[src/rtl/updown_mod_counter_pkg.sv]
// ---------------------------------------------------------------------------
// updown_cnt_pkg
//   Shared definitions for the up/down modulo counter:
//     DIR_UP / DIR_DOWN : encoding of the 'up' direction input
//     clog2             : prescaler register width helper (minimum 1 bit)
//     cnt_op_e          : per-edge operation chosen by the counter op decode
// ---------------------------------------------------------------------------
package updown_cnt_pkg;

    localparam logic DIR_UP   = 1'b1;
    localparam logic DIR_DOWN = 1'b0;

    // Bits needed to hold values 0..n-1; never returns less than 1 so that a
    // degenerate prescaler still has a legal register declaration.
    function automatic int clog2(input int n);
        int r;
        r = 0;
        for (int i = 0; i < 31; i++) begin
            if (((n - 1) >> i) != 0) begin
                r = i + 1;
            end
        end
        return (r < 1) ? 1 : r;
    endfunction

    typedef enum logic [1:0] {
        CNT_HOLD = 2'd0,
        CNT_LOAD = 2'd1,
        CNT_STEP = 2'd2
    } cnt_op_e;

endpackage

[src/rtl/updown_mod_counter_if.sv]
// ---------------------------------------------------------------------------
// updown_mod_counter_if
//   Control/status bundle of the up/down modulo counter.
//   Ports (signals):
//     en        count enable (freezes count and prescaler when low)
//     up        direction, 1 = up, 0 = down
//     load      parallel load strobe
//     load_val  value to load (clamped to MODULUS-1 by the counter)
//     count     current registered count
//     tc        registered one-cycle terminal-count pulse
//     zero      count == 0
//   Modports:
//     master : the user of the counter (drives controls, reads status)
//     slave  : the counter itself
// ---------------------------------------------------------------------------
interface updown_mod_counter_if #(
    parameter int WIDTH = 4
);
    logic             en;
    logic             up;
    logic             load;
    logic [WIDTH-1:0] load_val;
    logic [WIDTH-1:0] count;
    logic             tc;
    logic             zero;

    modport master (
        output en, up, load, load_val,
        input  count, tc, zero
    );

    modport slave (
        input  en, up, load, load_val,
        output count, tc, zero
    );
endinterface

[src/rtl/updown_mod_counter_prescaler.sv]
// ---------------------------------------------------------------------------
// cnt_prescaler
//   Divides the enabled clock into one step strobe every PRESCALE enabled
//   cycles.
//   Ports:
//     clk          rising-edge clock
//     reset        synchronous active-high reset (clears the phase)
//     en           advance the phase; 0 freezes it
//     clr          restart the phase at 0 (used on load)
//     step_strobe  high on the enabled cycle that completes a prescale period
//   PRESCALE == 1 has no state: step_strobe simply follows en.
// ---------------------------------------------------------------------------
module cnt_prescaler
    import updown_cnt_pkg::*;
#(
    parameter int PRESCALE = 1
) (
    input  logic clk,
    input  logic reset,
    input  logic en,
    input  logic clr,
    output logic step_strobe
);

    generate
        if (PRESCALE <= 1) begin : g_direct
            logic w_unused;
            assign w_unused    = ^{clk, reset, clr};
            assign step_strobe = en;
        end else begin : g_div
            localparam int PW = clog2(PRESCALE);
            localparam logic [PW-1:0] LAST = PW'(PRESCALE - 1);

            logic [PW-1:0] r_phase;
            logic          w_last;

            assign w_last      = (r_phase == LAST);
            assign step_strobe = en && w_last;

            always_ff @(posedge clk) begin
                if (reset || clr) begin
                    r_phase <= '0;
                end else if (en) begin
                    r_phase <= w_last ? '0 : r_phase + 1'b1;
                end
            end
        end
    endgenerate

endmodule

[src/rtl/updown_mod_counter.sv]
// ---------------------------------------------------------------------------
// updown_mod_counter
//   WIDTH-bit modulo-MODULUS up/down counter with parallel load, count
//   enable, clock prescaler and a registered terminal-count pulse.
//   Ports:
//     clk    rising-edge clock
//     reset  synchronous active-high reset (count=0, tc=0, prescaler=0)
//     bus    updown_mod_counter_if.slave (en, up, load, load_val in;
//            count, tc, zero out)
//   Parameters: WIDTH (1..32), MODULUS (2..2**WIDTH), PRESCALE (>=1).
//   Build option UPDOWN_CNT_SAT_EN: when defined the counter saturates at
//   0 / MODULUS-1 instead of wrapping; tc flags each blocked step.
//   Edge priority: reset > load > step > hold.
// ---------------------------------------------------------------------------
module updown_mod_counter
    import updown_cnt_pkg::*;
#(
    parameter int          WIDTH    = 4,
    parameter longint      MODULUS  = 16,
    parameter int          PRESCALE = 1
) (
    input  logic               clk,
    input  logic               reset,
    updown_mod_counter_if.slave bus
);

    localparam logic [WIDTH-1:0] MAX_VAL = WIDTH'(MODULUS - 1);

    logic [WIDTH-1:0] r_count;
    logic             r_tc;
    logic             w_step;
    cnt_op_e          w_op;
    logic [WIDTH-1:0] w_next_count;
    logic             w_next_tc;

    // Load restarts the prescale period regardless of en.
    cnt_prescaler #(
        .PRESCALE (PRESCALE)
    ) u_prescaler (
        .clk         (clk),
        .reset       (reset),
        .en          (bus.en),
        .clr         (bus.load),
        .step_strobe (w_step)
    );

    always_comb begin
        w_op = CNT_HOLD;
        if (bus.load) begin
            w_op = CNT_LOAD;
        end else if (w_step) begin
            w_op = CNT_STEP;
        end
    end

    // Next-state arithmetic is modulo MODULUS: the boundary values are
    // detected explicitly rather than relying on 2**WIDTH rollover.
    always_comb begin
        w_next_count = r_count;
        w_next_tc    = 1'b0;
        case (w_op)
            CNT_LOAD: begin
                w_next_count = (bus.load_val > MAX_VAL) ? MAX_VAL : bus.load_val;
            end
            CNT_STEP: begin
                if (bus.up == DIR_UP) begin
                    if (r_count == MAX_VAL) begin
                        w_next_tc = 1'b1;
`ifdef UPDOWN_CNT_SAT_EN
                        w_next_count = r_count;
`else
                        w_next_count = '0;
`endif
                    end else begin
                        w_next_count = r_count + 1'b1;
                    end
                end else begin
                    if (r_count == '0) begin
                        w_next_tc = 1'b1;
`ifdef UPDOWN_CNT_SAT_EN
                        w_next_count = r_count;
`else
                        w_next_count = MAX_VAL;
`endif
                    end else begin
                        w_next_count = r_count - 1'b1;
                    end
                end
            end
            default: begin
                w_next_count = r_count;
            end
        endcase
    end

    always_ff @(posedge clk) begin
        if (reset) begin
            r_count <= '0;
            r_tc    <= 1'b0;
        end else begin
            r_count <= w_next_count;
            r_tc    <= w_next_tc;
        end
    end

    assign bus.count = r_count;
    assign bus.tc    = r_tc;
    assign bus.zero  = (r_count == '0);

endmodule
[src/flat_wrapper.sv]
// flat-port wrapper written by rule: the top's interface ports become plain ports
module updown_mod_counter_flat import updown_cnt_pkg::*;
#(
    parameter int          WIDTH    = 4,
    parameter longint      MODULUS  = 16,
    parameter int          PRESCALE = 1
)
  (clk, reset, bus_en, bus_up, bus_load, bus_load_val, bus_count, bus_tc, bus_zero);
  updown_mod_counter_if #(.WIDTH(WIDTH)) bus_i ();
  input  logic clk;
  input  logic reset;
  input wire logic [$bits(bus_i.en)-1:0] bus_en;
  input wire logic [$bits(bus_i.up)-1:0] bus_up;
  input wire logic [$bits(bus_i.load)-1:0] bus_load;
  input wire logic [$bits(bus_i.load_val)-1:0] bus_load_val;
  output wire logic [$bits(bus_i.count)-1:0] bus_count;
  output wire logic [$bits(bus_i.tc)-1:0] bus_tc;
  output wire logic [$bits(bus_i.zero)-1:0] bus_zero;
  assign bus_i.en = bus_en;
  assign bus_i.up = bus_up;
  assign bus_i.load = bus_load;
  assign bus_i.load_val = bus_load_val;
  assign bus_count = bus_i.count;
  assign bus_tc = bus_i.tc;
  assign bus_zero = bus_i.zero;
  updown_mod_counter #(.WIDTH(WIDTH), .MODULUS(MODULUS), .PRESCALE(PRESCALE)) u_core (.clk(clk), .reset(reset), .bus(bus_i));
endmodule
[config.mk]
export PLATFORM = sky130hd
export DESIGN_NAME = updown_mod_counter_flat
export DESIGN_NICKNAME = d
export VERILOG_FILES = /design/src/rtl/updown_mod_counter_pkg.sv /design/src/rtl/updown_mod_counter_if.sv /design/src/rtl/updown_mod_counter_prescaler.sv /design/src/rtl/updown_mod_counter.sv /design/src/flat_wrapper.sv
export SDC_FILE = /design/constraint.sdc
export NUM_CORES = 1
export LEC_CHECK = 0
export ABC_AREA = 1
export CELL_PAD_IN_SITES_DETAIL_PLACEMENT = 0
export CELL_PAD_IN_SITES_GLOBAL_PLACEMENT = 1
export CORE_MARGIN = 5
export CORE_UTILIZATION = 29
export DETAILED_ROUTE_END_ITERATION = 12
export GPL_TIMING_DRIVEN = 0
export HOLD_SLACK_MARGIN = 0.02
export MAX_ROUTING_LAYER = met4
export PLACE_DENSITY_LB_ADDON = 0.1
export SETUP_SLACK_MARGIN = 0.2
export SLEW_MARGIN = 10
export SYNTH_ARGS = -nofsm -noshare
export SYNTH_HDL_FRONTEND = slang
export SYNTH_SLANG_ARGS = --single-unit
[constraint.sdc]
create_clock -name clk -period 1.8 [get_ports clk]
set_input_delay 0.54 -clock clk [delete_from_list [all_inputs] [get_ports clk]]
set_output_delay 0.54 -clock clk [all_outputs]
set_load 0.1 [all_outputs]
==> run summary, run 1 <==
Status = finished clean
Required @ worst endpoint = 1260 ps
Core Region = 1300 µm²
Filler cells = 154
Cell leakage power = 0.296 nW
Wirelength per Cell = 11.6 µm
Die H = 46.9 µm
Pre-CTS setup slack = -562 ps
PD cells = 778 nW/µm²
Ratio of final minimum period to clock period = 92.5%
R2R setup slack = 410 ps
Commonest non-fill, non-tap cell in the layout = nand2_1
Design area = 639 µm²
TritonCTS Buffers = 3
Max clock buf depth = 2
Layout Skew = 2.50 ps
Final Hold Viols = 0
Startpoint Class = flip-flop
Vias per std cell = 4.69
Highest routed layer = met3
Setup Crit Path Kind = reg2out
VDD IR max = 0.000393 V
CTS tree = built
Syn-to-layout area delta = 61.7%
Die area = 2200 µm²
First-pass GRT wire length = 1720 µm
Sequential share of the synthesized area = 25.3%
CTS Sinks = 5
GRT overflow = 0
R2R Path Start = u_core.bus.count[0]$_SDFFE_PP0P_
Crit path capture = bus_zero
# setup viols final = 0
Port bufs = 14
Syn_nets = 69
Tot Pwr = 0.000497 W
Reg2reg end = u_core.bus.count[3]$_SDFFE_PP0P_
Vias = 446
# IOs = 15
Pin count of the biggest net entering global routing = 9
Hold_sp = u_core.bus.count[3]$_SDFFE_PP0P_
Site Rows = 13
Setup ws final = 136 ps
Reg clk slew, reported paths = 40 ps
Initial antenna violation count = 0
Mapped cell area = 395 µm²
Ant diodes = 0
GRT Total Usage = 11.7%
Layout cells sized above 1 = 38.8%
Distinct cell type count after synthesis = 17
Residual DRC = 0
Routed Antenna Nets = 0
Synthesis Warnings = 0
WP data arrival = 1120 ps
Normalized max-slew margin = 67.7%
Met1 Wirelength = 482 µm
First DRT Iteration DRCs = 5
CP Capture Type = primary output
Net count, final = 92
RD Place Congestion = 0.768
RSZ-0062 raised after global routing = true
Worst-case reg-to-reg path depth = 10
Minimum clock period = 1660 ps
Die Wd = 46.9 µm
Root buf cell = clkbuf_4
Avg Inst Size Synth = 6.82 µm²
Starting density of the core = 30.4%
Max-cap violation count = 0
DR WL met2 = 537 µm
Total iterations of the first detailed-routing run = 4
WL final = 1100 µm
Worst-margin pin slew = 487 ps
DR WL met3 = 83 µm
Commonest non-fill, non-tap cells in the layout = 15 x nand2_1, 8 x clkdlybuf4s50_1, 6 x nand3_1
Critical path origin = u_core.bus.count[0]$_SDFFE_PP0P_
Clk Latency, worst-skew pair = 240 ps
CTS H-tree lvls = 1
Fmax = 601 MHz
Mapped Cells = 58
HP Class = reg2reg
Crit path max fanout = 3
Placed cell area = 588 µm²
Seq cells post-synth = 5
Post-DP HPWL = 799 µm
Max Slew Vio Count = 0
Vias in the first global route = 400
cell usage after synthesis, drive strengths merged:
cell type / count / share of area, %
a21oi: 4 / 6.0
a22oi: 3 / 5.7
buf: 1 / 2.8
dfxtp: 5 / 25
ha: 2 / 6.3
inv: 9 / 8.5
nand2: 16 / 15
nand3: 7 / 10
nand4: 2 / 3.2
nor2: 6 / 11
o22ai: 1 / 1.6
xor2: 2 / 4.4
cell type report:
cell class              count  area [µm²]  area share [%]
flip-flops and latches      5         113            17.6
multi-input cells          43         273            42.7
inverters                   9        40.0            6.26
well taps                  15        18.8            2.94
clock buffers               4        26.3            4.11
plain buffers               1        11.3            1.76
repair buffers             18         158            24.7
per-layer routing:
layer / global-route usage [%] / vias to the layer above
met5: - / -
met4: 3.31 / 0
met3: 5.75 / 0
met2: 19.2 / 13
met1: 12.2 / 199
li1: - / 234
worst max-delay path, stage by stage (launching register included):
cell	delay, ps
dfxtp_4	360
inv_4	40
ha_4	170
nand2_4	60
clkinvlp_4	80
buf_12	170
how the worst min path moves through the flow:
stage | end | depth (start not counted)
floorplan | u_core.bus.count[3]$_SDFFE_PP0P_ | 1
global placement | u_core.bus.count[3]$_SDFFE_PP0P_ | 2
detailed placement | u_core.bus.count[3]$_SDFFE_PP0P_ | 2
CTS | u_core.bus.count[3]$_SDFFE_PP0P_ | 2
global route | u_core.bus.count[3]$_SDFFE_PP0P_ | 2
finish | u_core.bus.count[3]$_SDFFE_PP0P_ | 2
metrics by stage:
stage               setup TNS, ps  utilization (%)  std cells  hold WS, ps
floorplan                   -11.6                -         58          595
global placement            -1730             45.2         87          549
detailed placement          -1750             45.2         87          546
CTS                             0             48.9         95          554
global route                    0             49.1         95          585
finish                          0             49.1         95          553
flip-flops by register name (all words and copies together) (netlist names):
register          count
u_core.bus.count      4
u_core.bus.tc         1
kinds of logic after synthesis:
group | after synthesis | synth area share, %
adders and majority gates | 2 | 6.33
AOI/OAI and AO/OA | 8 | 13.3
xor gates and xnor gates | 2 | 4.43
buffers and inverters | 10 | 11.4
DFF | 5 | 25.3
and+or+nand+nor | 31 | 39.2
where the power goes:
| part | switching, W | internal, W |
|---|---|---|
| combinational | 0.000152 | 0.0000850 |
| sequential | 0.0000110 | 0.000119 |
| clock | 0.0000467 | 0.0000839 |
what timing repair did:
item	CTS	global route
hold endpoints to repair	0	0
hold buffers	0	0
buffers inserted	4	0
resized for setup	36	1
setup endpoints to repair	6	2
pin swaps	3	0
Power figures use the tool's default switching activity.
==> run 2: changes to the inputs <==
--- a/config.mk
+++ b/config.mk
@@ -6,6 +6,7 @@
 export NUM_CORES = 1
 export LEC_CHECK = 0
 export ABC_AREA = 1
+export ABC_CLOCK_PERIOD_IN_PS = 1800
 export CELL_PAD_IN_SITES_DETAIL_PLACEMENT = 0
 export CELL_PAD_IN_SITES_GLOBAL_PLACEMENT = 1
 export CORE_MARGIN = 5
@@ -13,8 +14,7 @@
 export DETAILED_ROUTE_END_ITERATION = 12
 export GPL_TIMING_DRIVEN = 0
 export HOLD_SLACK_MARGIN = 0.02
-export MAX_ROUTING_LAYER = met4
-export PLACE_DENSITY_LB_ADDON = 0.1
+export PLACE_DENSITY_LB_ADDON = 0.12
 export SETUP_SLACK_MARGIN = 0.2
 export SLEW_MARGIN = 10
 export SYNTH_ARGS = -nofsm -noshare
==> run 2 against run 1 <==
Effect of this change: hold slack improved by 2.6 ps; sequential cell count unchanged; critical path depth unchanged; clock power hardly changed; largest power group unchanged.
==> run summary, run 2 (synthesis gave the netlist of run 1 again) <==
Max reg flops = 4
Post-DP HPWL = 791 µm
RSZ-0062 raised after global routing = true
Clk Latency, worst-skew pair = 240 ps
Net count, final = 93
VDD IR max = 0.000255 V
Final Hold Viols = 0
RD Place Congestion = 0.696
Logic pwr share = 47.5%
Die Wd = 46.9 µm
Sequence of cells on the critical path = inv_4 > ha_4 > nand2_4 > clkinvlp_4 > buf_12
Layout cells sized above 1 = 39.5%
Max clock buf depth = 2
Required @ worst endpoint = 1260 ps
TritonCTS Buffers = 3
Site Rows = 13
Commonest non-fill, non-tap cells in the layout = 15 x nand2_1, 8 x clkdlybuf4s50_1, 6 x nand3_1, 6 x buf_4, 5 x inv_1
Die H = 46.9 µm
Starting density of the core = 30.4%
Max Slew Vio Count = 0
Startpoint Class = flip-flop
Vias in the first global route = 404
Initial antenna violation count = 0
Routed Antenna Nets = 0
CP Capture Type = primary output
First-pass GRT wire length = 1640 µm
Cell leakage power = 0.300 nW
Pre-CTS setup slack = -560 ps
Switch share = 41.6%
HP Class = reg2reg
GRT overflow = 0
Max-cap violation count = 0
Ant diodes = 0
CP max-delay cell = dfxtp_4
First DRT Iteration DRCs = 18
Ratio of final minimum period to clock period = 91.7%
Setup ws final = 149 ps
Worst-margin pin slew = 484 ps
TNS Setup = 0 ps
CTS Sinks = 5
Filler cells = 138
GRT Total Usage = 10.1%
Flop pwr share = 26.3%
Total iterations of the first detailed-routing run = 4
Setup Crit Path Kind = reg2out
WL final = 1010 µm
Fmax = 606 MHz
Residual DRC = 0
Hold-fix buffers, CTS = 0
Pin count of the biggest net entering global routing = 9
Status = finished clean
# setup viols final = 0
Reg clk slew, reported paths = 50 ps
Normalized max-slew margin = 68.0%
Commonest non-fill, non-tap cell in the layout = nand2_1
Port bufs = 14
Clock power frac = 26.1%
Layout Skew = 3.23 ps
WP data arrival = 1110 ps
PD cells = 763 nW/µm²
Vias per std cell = 4.66
Wirelength per Cell = 10.6 µm
WP buf/inv = 3
Crit path max fanout = 5
Net switching power = 0.000206 W
Die area = 2200 µm²
Int Pwr = 0.000290 W
Minimum clock period = 1650 ps
Tot Pwr = 0.000496 W
CP peak stage delay = 370 ps
CTS H-tree lvls = 1
Syn-to-layout area delta = 64.2%
CTS tree = built
Root buf cell = clkbuf_4
Vias = 447
Top delay family on crit path = flip-flops
Core Region = 1300 µm²
# IOs = 15
## run 2: cell count changes in the layout (fill, tap and decap cells not counted)
cell      delta
buf_4        +1
buf_2        -1
clkbuf_4     +1
## run 2: final timing paths
kind	cells past startpoint	start	to	slack, ps
setup / recovery	5	u_core.bus.count[0]$_SDFFE_PP0P_	bus_zero	150
hold / removal	2	u_core.bus.count[3]$_SDFFE_PP0P_	u_core.bus.count[3]$_SDFFE_PP0P_	560
setup reg to reg	9	u_core.bus.count[0]$_SDFFE_PP0P_	u_core.bus.count[3]$_SDFFE_PP0P_	540
hold reg to reg	2	u_core.bus.count[3]$_SDFFE_PP0P_	u_core.bus.count[3]$_SDFFE_PP0P_	560
## run 2: what timing repair did
item / in CTS / in global routing
resized for setup: 36 / 2
setup endpoints to repair: 6 / 3
setup buffers: 5 / 0
pin swaps: 3 / 0
## run 2: final cells by class
cell class	count	area [µm²]	share of cell area (%)
plain buffers	1	11.3	1.73
clock buffers	4	26.3	4.05
inverters	9	40.0	6.17
multi-input cells	43	273	42.0
flip-flops and latches	5	113	17.3
well taps	15	18.8	2.89
repair buffers	19	168	25.8
## run 2: power by group through the flow
stage / logic [W] / clock network, W / registers, W
floorplan: 0.000101 / 0 / 0.000189
global placement: 0.000212 / 0 / 0.000136
detailed placement: 0.000211 / 0 / 0.000136
CTS: 0.000236 / 0.000137 / 0.000131
global route: 0.000250 / 0.000146 / 0.000132
finish: 0.000236 / 0.000130 / 0.000130
## run 2: worst min-delay path, cell delays in order, from the launching register on
cell and delay, ps:
dfxtp_2 360, nand2_1 100, a21oi_2 50
## run 2: stage by stage
step | util, % | instances | area, µm² | hold slack [ps]
final | 49.9 | 96 | 649 | 556
after global routing | 49.9 | 96 | 649 | 587
after CTS | 49.5 | 96 | 644 | 555
after detailed placement | 45.2 | 87 | 588 | 546
after global placement | 45.2 | 87 | 588 | 545
after floorplan | - | 58 | 429 | 595
## run 2: routing by layer
metal	wire [µm]	share of wire [%]	track usage, %	up-vias
li1	-	-	-	240
met1	486	48	14.5	199
met2	482	48	15.4	8
met3	45	4.4	1.15	0
met4	0	0	3.31	0
met5	0	0	0	-
==> edit (flow settings as in run 1) <==
`WIDTH` is set to 4 in 3 places; all go to 6.
--- a/src/rtl/updown_mod_counter_if.sv
+++ b/src/rtl/updown_mod_counter_if.sv
@@ -15,5 +15,5 @@
 // ---------------------------------------------------------------------------
 interface updown_mod_counter_if #(
-    parameter int WIDTH = 4
+    parameter int WIDTH = 6
 );
     logic             en;
--- a/src/rtl/updown_mod_counter.sv
+++ b/src/rtl/updown_mod_counter.sv
@@ -16,5 +16,5 @@
     import updown_cnt_pkg::*;
 #(
-    parameter int          WIDTH    = 4,
+    parameter int          WIDTH    = 6,
     parameter longint      MODULUS  = 16,
     parameter int          PRESCALE = 1
--- a/src/flat_wrapper.sv
+++ b/src/flat_wrapper.sv
@@ -2,5 +2,5 @@
 module updown_mod_counter_flat import updown_cnt_pkg::*;
 #(
-    parameter int          WIDTH    = 4,
+    parameter int          WIDTH    = 6,
     parameter longint      MODULUS  = 16,
     parameter int          PRESCALE = 1
Interface: changed (resized bus_count and bus_load_val); port bits go from 15 to 19. No check against the original RTL was run, so the function may have changed too.
==> edit against run 1 <==
  * Critical path depth unchanged
  * Final cell count is 55% higher
  * Sequential power is 35% higher
  * Synthesized area up 59%
  * Register-to-register slack worse by 0.06 ns
  * Clock power increased by 8%
  * Clock skew is 0.0014 ns higher
  * Sequential cell count is 2 higher
  * Count of clock-buffer cells in the layout stayed put
  * Wire length rose by 43%
  * Worst setup slack got worse by 0.037 ns
  * Design area increased by 49%
  * Total power increased by 22%
==> edit: results (changes against run 1) <==
Starting DRT DRC Count 3 (-2); FF-to-FF Start u_core.bus.count[1]; status finished clean; multi-input gate share of the layout cell area 0.4572 (+0.03056); worst IR drop on VDD 0.3701 mV (-5.9%); routed wire length 1576 um (+43%); final net count 135 (+47%); largest net degree at the start of global routing 8 (-1); Net Sw Frac 0.4202 (-0.0007859); ClkCell Share 0.02767 (-0.01343); port bufs 18 (+4); compound-cell area share of the yosys netlist 0.1594 (+0.02645); layout cells sized above 1 0.3333 (-0.05417); Mapped Area 628.1 um2 (+59%); top post-synthesis cells by area dfxtp_1, nand2_1, inv_1; gpl congestion 0.7512 (-2.2%); DP Wirelength 1291 um (+62%); post-synthesis cell count 93 (+60%); Tot GR Track Use 0.1143 (-0.002286); non-clk buf share 0.2398 (-0.02440); comb_multi_in 69 (+60%); bufs w/o clock 25 (+6); Setup Fix Bufs, Post-CTS 5 (+1); met1 WL 778 um (+61%); CP startpoint u_core.bus.count[4]; DR WL met3 40 um (-52%); Critical Path Max Stage Delay 0.34 ns (-0.02 ns); Synth Area in XOR/XNOR 0.06972 (+0.02542); via count 656 (+47%); CP top delay family buffers and inverters; Netlist cell types 22 (+5); Placed Instance Area 893.4 um2 (+52%); synth-to-layout area growth 51.20%; Pleak 0.0004513 uW (+53%); first-pass GRT wire length 2877 um (+67%); crit path DAT 1.16 ns (+0.04 ns)
## edit: cell count changes in the layout (fill, tap and decap cells not counted), sizes merged, moves of 2 or more
cell	before	now
dfxtp	5	7
a21oi	4	8
nand3	7	10
inv	8	14
nand2	16	22
xor2	2	5
clkbuf	4	6
buf	11	13
o21ai	0	6
nand4	2	0
nor2	6	10
a22oi	3	0
## edit: worst min-delay path by stage
stage,from,endpoint,cells past startpoint
after floorplan,reset,u_core.bus.count[3],1
after global placement,u_core.bus.count[5],u_core.bus.count[5],2
after detailed placement,u_core.bus.count[5],u_core.bus.count[5],2
after CTS,u_core.bus.count[5],u_core.bus.count[5],2
after global routing,u_core.bus.count[5],u_core.bus.count[5],2
final,u_core.bus.count[5],u_core.bus.count[5],2
## edit: power groups by stage
stage               registers, uW  clock network, uW  logic (uW)
global route                  178                159         311
finish                        176                142         288
CTS                           176                146         289
floorplan                     248                  0         130
global placement              183                  0         265
detailed placement            183                  0         266
